==> config.mk <==
export PLATFORM = sky130hd
export DESIGN_NAME = spi_master
export DESIGN_NICKNAME = d
export VERILOG_FILES = /design/src/rtl/spi_pkg.sv /design/src/rtl/spi_sck_gen.sv /design/src/rtl/spi_master.sv
export SDC_FILE = /design/constraint.sdc
export NUM_CORES = 1
export LEC_CHECK = 0
export CAP_MARGIN = 20
export CORE_UTILIZATION = 59
export CTS_CLUSTER_DIAMETER = 100
export DETAILED_ROUTE_END_ITERATION = 12
export GPL_ROUTABILITY_DRIVEN = 0
export PLACE_DENSITY_LB_ADDON = 0.2
export REMOVE_ABC_BUFFERS = 1
export SETUP_SLACK_MARGIN = 0.4
export SLEW_MARGIN = 20
export SYNTH_ARGS = -nofsm -noshare
export SYNTH_HDL_FRONTEND = slang
export SYNTH_SLANG_ARGS = --single-unit
==> constraint.sdc <==
create_clock -name clk -period 5.3 [get_ports clk]
set_clock_uncertainty 0.2 [all_clocks]
set_input_delay 1.59 -clock clk [delete_from_list [all_inputs] [get_ports clk]]
set_output_delay 1.59 -clock clk [all_outputs]
set_load 0.01 [all_outputs]
==> src/rtl/spi_pkg.sv <==
// Shared types and helpers for the SPI master block: the bus-sequencing
// state enum and the width rule for the slave-select index port.
package spi_pkg;

  typedef enum logic [2:0] {
    IDLE,
    LEAD,
    SHIFT,
    TRAIL,
    DONE
  } spi_state_t;

  function automatic int ss_width(input int n);
    return (n > 1) ? $clog2(n) : 1;
  endfunction

endpackage

==> src/rtl/spi_sck_gen.sv <==
// SCK timing for the SPI master: a half-period divider that ticks every
// clk_div+1 cycles while a transfer runs, plus a counter of ticks so far.
// The first 2*N ticks are SCK edges (odd = leading, even = trailing); the
// tick after the final edge marks the end of the trailing hold.
module spi_sck_gen #(
  parameter int DIV_W  = 8,
  parameter int EDGE_W = 5
) (
  input  logic              clk,
  input  logic              rst,
  input  logic              run,
  input  logic [DIV_W-1:0]  clk_div,
  input  logic [EDGE_W-1:0] num_edges,
  output logic              tick,
  output logic              lead_edge,
  output logic              trail_edge,
  output logic              last_edge
);

  logic [DIV_W-1:0]  div_cnt;
  logic [EDGE_W-1:0] edge_cnt;
  logic              in_edges;

  assign tick       = run && (div_cnt == clk_div);
  assign in_edges   = (edge_cnt < num_edges);
  assign lead_edge  = tick && in_edges && !edge_cnt[0];
  assign trail_edge = tick && in_edges && edge_cnt[0];
  assign last_edge  = trail_edge && (edge_cnt == num_edges - 1'b1);

  // Count cycles within a half-period and half-periods within a transfer; both clear while idle
  always_ff @(posedge clk) begin
    if (rst || !run) begin
      div_cnt  <= '0;
      edge_cnt <= '0;
    end else if (tick) begin
      div_cnt  <= '0;
      edge_cnt <= edge_cnt + 1'b1;
    end else begin
      div_cnt  <= div_cnt + 1'b1;
    end
  end

endmodule

==> src/rtl/spi_master.sv <==
// Parametrised SPI bus master: run-time transfer length, all four CPOL/CPHA
// modes, programmable SCK divider and one-hot active-low slave selects.
// Optional feature macro: SPI_MASTER_LSB_FIRST_EN adds the lsb_first port,
// latched at start, selecting LSB-first shifting and assembly.
module spi_master
  import spi_pkg::*;
#(
  parameter  int DATA_W = 8,
  parameter  int NUM_SS = 1,
  parameter  int DIV_W  = 8,
  localparam int LEN_W  = $clog2(DATA_W),
  localparam int SS_W   = ss_width(NUM_SS)
) (
  input  logic              clk,
  input  logic              rst,
  input  logic              start,
  input  logic              cpol,
  input  logic              cpha,
  input  logic [DIV_W-1:0]  clk_div,
  input  logic [LEN_W-1:0]  xfer_len,
  input  logic [SS_W-1:0]   ss_sel,
  input  logic [DATA_W-1:0] tx_data,
  output logic [DATA_W-1:0] rx_data,
  output logic              busy,
  output logic              done,
  output logic              sck,
  output logic [NUM_SS-1:0] ss_n,
  output logic              mosi,
  input  logic              miso
`ifdef SPI_MASTER_LSB_FIRST_EN
  ,
  input  logic              lsb_first
`endif
);

  localparam int EDGE_W = LEN_W + 2;

  spi_state_t        state;
  logic              cpol_q;
  logic              cpha_q;
  logic              lsb_q;
  logic              lsb_in;
  logic [DIV_W-1:0]  div_q;
  logic [LEN_W-1:0]  len_q;
  logic [DATA_W-1:0] tx_q;
  logic [DATA_W-1:0] rx_sr;
  logic [LEN_W-1:0]  tx_idx;
  logic [LEN_W-1:0]  rx_idx;
  logic [LEN_W-1:0]  tx_idx_nxt;
  logic [LEN_W-1:0]  rx_idx_nxt;
  logic [LEN_W-1:0]  first_idx;
  logic [EDGE_W-2:0] num_bits;
  logic [EDGE_W-1:0] num_edges;
  logic              run;
  logic              tick;
  logic              lead_edge;
  logic              trail_edge;
  logic              last_edge;
  logic              start_ok;
  logic              sample_now;
  logic              shift_now;

`ifdef SPI_MASTER_LSB_FIRST_EN
  assign lsb_in = lsb_first;

  // Bit order is captured with the other transfer settings so it cannot change mid-transfer
  always_ff @(posedge clk) begin
    if (rst) begin
      lsb_q <= 1'b0;
    end else if (start_ok) begin
      lsb_q <= lsb_first;
    end
  end
`else
  assign lsb_in = 1'b0;
  assign lsb_q  = 1'b0;
`endif

  assign first_idx  = lsb_in ? '0 : xfer_len;
  assign tx_idx_nxt = lsb_q ? tx_idx + 1'b1 : tx_idx - 1'b1;
  assign rx_idx_nxt = lsb_q ? rx_idx + 1'b1 : rx_idx - 1'b1;
  assign num_bits   = (EDGE_W-1)'(len_q) + 1'b1;
  assign num_edges  = {num_bits, 1'b0};
  assign run        = state inside {LEAD, SHIFT, TRAIL};
  assign start_ok   = (state == IDLE) && start && !busy &&
                      ({1'b0, ss_sel} < (SS_W+1)'(NUM_SS));
  assign sample_now = cpha_q ? trail_edge : lead_edge;
  assign shift_now  = cpha_q ? (lead_edge && (state == SHIFT))
                             : (trail_edge && !last_edge);

  spi_sck_gen #(
    .DIV_W  (DIV_W),
    .EDGE_W (EDGE_W)
  ) u_sck_gen (
    .clk        (clk),
    .rst        (rst),
    .run        (run),
    .clk_div    (div_q),
    .num_edges  (num_edges),
    .tick       (tick),
    .lead_edge  (lead_edge),
    .trail_edge (trail_edge),
    .last_edge  (last_edge)
  );

  // Bus sequencing, shift datapath and registered pin outputs in one state machine
  always_ff @(posedge clk) begin
    if (rst) begin
      state   <= IDLE;
      sck     <= 1'b0;
      ss_n    <= '1;
      mosi    <= 1'b0;
      busy    <= 1'b0;
      done    <= 1'b0;
      rx_data <= '0;
      cpol_q  <= 1'b0;
      cpha_q  <= 1'b0;
      div_q   <= '0;
      len_q   <= '0;
      tx_q    <= '0;
      rx_sr   <= '0;
      tx_idx  <= '0;
      rx_idx  <= '0;
    end else begin
      done <= 1'b0;
      if (sample_now) begin
        rx_sr[rx_idx] <= miso;
        rx_idx        <= rx_idx_nxt;
      end
      if (shift_now) begin
        mosi   <= tx_q[tx_idx_nxt];
        tx_idx <= tx_idx_nxt;
      end
      if (lead_edge || trail_edge) begin
        sck <= ~sck;
      end
      case (state)
        IDLE: begin
          sck  <= cpol;
          busy <= 1'b0;
          if (start_ok) begin
            state  <= LEAD;
            busy   <= 1'b1;
            cpol_q <= cpol;
            cpha_q <= cpha;
            div_q  <= clk_div;
            len_q  <= xfer_len;
            tx_q   <= tx_data;
            rx_sr  <= '0;
            tx_idx <= first_idx;
            rx_idx <= first_idx;
            mosi   <= tx_data[first_idx];
            ss_n   <= ~(NUM_SS'(1) << ss_sel);
          end
        end
        LEAD: begin
          if (lead_edge) begin
            state <= SHIFT;
          end
        end
        SHIFT: begin
          if (last_edge) begin
            state <= TRAIL;
          end
        end
        TRAIL: begin
          if (tick) begin
            state <= DONE;
          end
        end
        DONE: begin
          ss_n    <= '1;
          rx_data <= rx_sr;
          done    <= 1'b1;
          mosi    <= 1'b0;
          sck     <= cpol_q;
          state   <= IDLE;
        end
        default: begin
          state <= IDLE;
        end
      endcase
    end
  end

endmodule

==> flow_summary.html <==
<table>
<tr><th>Metric</th><th>Value</th></tr>
<tr><th colspan="2">Clock tree</th></tr>
<tr><td>Number of buffers created by CTS</td><td>9</td></tr>
<tr><td>Resized Gates After CTS</td><td>0</td></tr>
<tr><td>CTS H-tree depth</td><td>3</td></tr>
<tr><td>Clock transition at the registers of the reported paths</td><td>approximately 70 ps</td></tr>
<tr><td>Clock tree root driver cell</td><td>clkbuf_8</td></tr>
<tr><td>Post-CTS Hold Fix Bufs</td><td>0</td></tr>
<tr><td>Maximum root-to-sink buffer count</td><td>2</td></tr>
<tr><td>Clock tree from TritonCTS</td><td>yes</td></tr>
<tr><td>Post CTS Setup Buffer Count</td><td>0</td></tr>
<tr><td>CTS sink cnt</td><td>64</td></tr>
<tr><td>Insertion delay to the later sink of the worst-skew pair</td><td>approximately 340 ps</td></tr>
<tr><th colspan="2">Global route</th></tr>
<tr><td>Leftover overflow at the end of global routing</td><td>0</td></tr>
<tr><td>Wire length of the first global-routing pass</td><td>approximately 11 mm</td></tr>
<tr><td>Initial antenna violation count</td><td>0</td></tr>
<tr><td>Largest net degree at the start of global routing</td><td>27</td></tr>
<tr><td>Number of global-route vias before repair</td><td>around 2300</td></tr>
<tr><td>Global-route usage over all layers</td><td>around a quarter</td></tr>
<tr><th colspan="2">Critical path</th></tr>
<tr><td>Delay contributed by the slowest stage of the critical path</td><td>520 ps</td></tr>
<tr><td>Startpoint types</td><td>input pin</td></tr>
<tr><td>R2r worst-path depth</td><td>10</td></tr>
<tr><td>Number of buffers and inverters on the critical path</td><td>1</td></tr>
<tr><td>Critical Path AT</td><td>about 3400 ps</td></tr>
<tr><td>Worst setup EP type</td><td>register</td></tr>
<tr><td>Worst R2R Start</td><td>len_q[1]</td></tr>
<tr><td>CP top delay family</td><td>simple AND/OR/NAND/NOR gates</td></tr>
<tr><td>Register-to-Register Setup Slack</td><td>~2300 ps</td></tr>
<tr><td>Reg2Reg Capture Point</td><td>rx_idx[1]</td></tr>
<tr><td>Data required time of the worst path</td><td>~5300 ps</td></tr>
<tr><td>Worst Setup Path Type</td><td>in -&gt; reg</td></tr>
<tr><td>Crit path max fanout</td><td>14</td></tr>
<tr><td>Slowest cell on crit path</td><td>or3_1</td></tr>
<tr><td>Cell Chain, Critical Path</td><td>clkdlybuf4s50_1, nor2_1, nand2_1, or3_1, o21bai_1, nor3b_1, a211o_1</td></tr>
<tr><th colspan="2">Floorplanning</th></tr>
<tr><td>I/O pin count</td><td>39</td></tr>
<tr><td>Initial standard-cell utilization of the core</td><td>between 60% and 70%</td></tr>
<tr><td>Area inside the core boundary</td><td>5107 sq um</td></tr>
<tr><td>Die Wd</td><td>roughly 75 um</td></tr>
<tr><td>Y dimension of the die</td><td>around 75 um</td></tr>
<tr><td>Number of placement rows</td><td>26</td></tr>
<tr><td>Area enclosed by the die boundary</td><td>5573 sq um</td></tr>
<tr><th colspan="2">Layout</th></tr>
<tr><td># nets final</td><td>434</td></tr>
<tr><td>Final design utilization</td><td>roughly three quarters</td></tr>
<tr><td>Fraction of final layout cells with drive strength greater than 1</td><td>between 10% and 20%</td></tr>
<tr><td># fillers</td><td>398</td></tr>
<tr><td>Number of antenna diodes</td><td>0</td></tr>
<tr><td>Non-Filler Instances</td><td>between 400 and 500</td></tr>
<tr><td>Finished Cell Area</td><td>3789 sq um</td></tr>
<tr><td>Synthesis-to-finish area growth</td><td>21.66%</td></tr>
<tr><th colspan="2">STA</th></tr>
<tr><td>Unrepaired setup endpoints after global routing</td><td>no</td></tr>
<tr><td>Transition time of the tightest slew-check pin</td><td>666.4 ps</td></tr>
<tr><td>FMAX</td><td>roughly 0.30 GHz</td></tr>
<tr><td>Fin. Hold Viols</td><td>0</td></tr>
<tr><td>Crit path time final</td><td>3376 ps</td></tr>
<tr><td>Setup TNS</td><td>0 ps</td></tr>
<tr><td>Max-slew headroom</td><td>approximately 55%</td></tr>
<tr><td>Final setup viols</td><td>0</td></tr>
<tr><td>Worst-case hold slack</td><td>253.3 ps</td></tr>
<tr><td>Final Max Tran Viols</td><td>0</td></tr>
<tr><td>Final critical-path share of the clock period</td><td>63.70%</td></tr>
<tr><th colspan="2">Min path</th></tr>
<tr><td>Number of cells traversed by the worst hold path</td><td>2</td></tr>
<tr><td>Worst min-delay path startpoint</td><td>rx_sr[7]</td></tr>
<tr><td>Hold/Removal Path Class</td><td>reg -&gt; reg</td></tr>
<tr><td>Hold endpoint</td><td>rx_data[7]</td></tr>
<tr><th colspan="2">Yosys</th></tr>
<tr><td>Post-synth cell types</td><td>~50</td></tr>
<tr><td>Sequential cell area fraction in the yosys report</td><td>between 40 and 50%</td></tr>
<tr><td>Post-synthesis cell count</td><td>between 300 and 400</td></tr>
<tr><td>Count of flip-flops with a built-in enable after synthesis</td><td>0</td></tr>
<tr><td>Post-synthesis sequential element count</td><td>64</td></tr>
<tr><td>Dominant register cell in the synthesized netlist</td><td>dfxtp_1</td></tr>
<tr><td>Mean post-synth cell area</td><td>~8.5 sq um</td></tr>
<tr><td>Total standard cell area after synthesis</td><td>slightly above 3000 sq um</td></tr>
<tr><td>Fraction of registers with async set or reset after synthesis</td><td>0%</td></tr>
<tr><td>Yosys warns</td><td>0</td></tr>
<tr><th colspan="2">Power and ir drop</th></tr>
<tr><td>Static Leak</td><td>between 0.001 and 0.0015 uW</td></tr>
<tr><td>Power Density</td><td>approximately 310 nW/um^2</td></tr>
<tr><td>Max VDD drop</td><td>0.2726 mV</td></tr>
<tr><th colspan="2">Drt</th></tr>
<tr><td>Wire length reported by the detailed router</td><td>roughly 6.4 mm</td></tr>
<tr><td>Number of vias after detailed routing</td><td>approximately 2600</td></tr>
<tr><td>Number of antenna-violating nets in the routed design</td><td>0</td></tr>
<tr><td>DRC violations left</td><td>0</td></tr>
<tr><td>Number of DRC violations after detailed-routing iteration 0</td><td>139</td></tr>
<tr><td>DR pass1 iterations</td><td>4</td></tr>
<tr><td>Average wire per standard cell</td><td>13.42 um</td></tr>
<tr><td>Via-to-Cell Ratio</td><td>~5.5</td></tr>
<tr><th colspan="2">Job</th></tr>
<tr><td>Max Cap Viol</td><td>0</td></tr>
<tr><th colspan="2">Placed design</th></tr>
<tr><td>Total cell area at the placement stage</td><td>about 3500 sq um</td></tr>
<tr><td>Count of port buffers added during placement</td><td>38</td></tr>
<tr><td>Half-perimeter wire length of the detailed placement result</td><td>roughly 4.6 mm</td></tr>
<tr><td>Number of placed instances with taps included</td><td>approximately 460</td></tr>
<tr><th colspan="2">Run status</th></tr>
<tr><td>Outcome</td><td>finished clean</td></tr>
</table>
[cell usage after synthesis (all sizes together), types with 3 or more instances]
library cell  count  area, sq um
nand3            11        55.05
clkbuf           15        56.30
mux4              4        90.09
o21bai            3        22.52
xor2              9        78.83
a21oi            44        220.2
a211o             3        26.28
or3               3        23.77
buf               4        17.52
and3              3        18.77
nand2b            6        37.54
inv              11        41.29
nor2             21        81.33
mux2i             3        30.03
nor3              5        36.29
nor3b             4        41.29
mux2              3        33.78
o21ai            12        60.06
nand4            11        68.82
ha                8        100.1
xnor2            16        140.1
and2              5        31.28
or2               4        25.02
nand2            68        255.2
a211oi            3        22.52
dfxtp            64         1281
[worst min-delay path: cells and delay by family, from the launching register on]
| family | cells | cell delay, ps |
|---|---|---|
| flops | 1 | 310 |
| simple gates | 1 | 50 |
| compound gates | 1 | 50 |
[worst max path at each step]
stage                 from         to  slack [ps]  cells past startpoint
global placement    ss_sel  tx_idx[2]        1600                      7
detailed placement  ss_sel  tx_idx[2]        1540                      7
floorplan           ss_sel  tx_idx[1]        1650                      5
global route        ss_sel  tx_idx[2]        1750                      7
finish              ss_sel  tx_idx[2]        1920                      7
CTS                 ss_sel  tx_idx[2]        1900                      7
[cell families after synthesis]
family	share of synthesized area (%)
compound gates	14.95
mux	4.942
xor+xnor	7.031
buf+inv	3.696
simple gates	25.03
fa+ha+maj	3.214
flops	41.14
[metrics by stage]
step	setup slack (ps)	total power (uW)
after floorplan	1647	620.8
after global placement	1603	676.1
after detailed placement	1536	679.2
after CTS	1896	1188
after global routing	1750	1230
final	1924	1183
[power by group]
part	leakage (uW)	internal (uW)	switching (uW)	total [uW]
Sequential	0.000520	499	20.0	519
Combinational	0.000689	73.7	77.0	151
Clock	0.000124	325	188	513
Total	0.00133	898	285	1180
[sequential cells by signal (all words and copies together), names as in the netlist, 3 cells and up]
signal              flops
u_sck_gen.div_cnt       8
rx_data                 8
state                   3
tx_q                    8
u_sck_gen.edge_cnt      5
tx_idx                  3
rx_sr                   8
rx_idx                  3
len_q                   3
div_q                   8
[cell type report]
type	instances	area [sq um]	area share, %
repair buffers	42	410.4	10.83
multi-input cells	272	1723	45.48
clock inverters	5	103.9	2.741
clock buffers	11	141.4	3.732
flip-flops and latches	64	1281	33.82
well taps	70	87.58	2.312
inverters	11	41.29	1.090
[cells in the final DEF, fill, tap and decap left out, types with 5 or more instances in the layout]
master and n:
nand4_1 11, a21oi_1 44, nand2b_1 6, dfxtp_1 64, clkdlybuf4s50_1 38, nand3_1 11, clkbuf_8 10, xnor2_1 16
inv_1 11, o21ai_1 8, ha_1 8, xor2_1 9, and2_1 5, nand2_1 68, nor2_1 20
[metal layers]
metal / part of all wire [%] / vias up / track usage (%)
li1: - / 1338 / -
met1: 47 / 1218 / 32.35
met2: 48 / 50 / 41.04
met3: 3.4 / 12 / 6.426
met4: 1.8 / 0 / 10.90
met5: 0 / - / 0
Note: power is estimated with default switching activity, not from simulation.
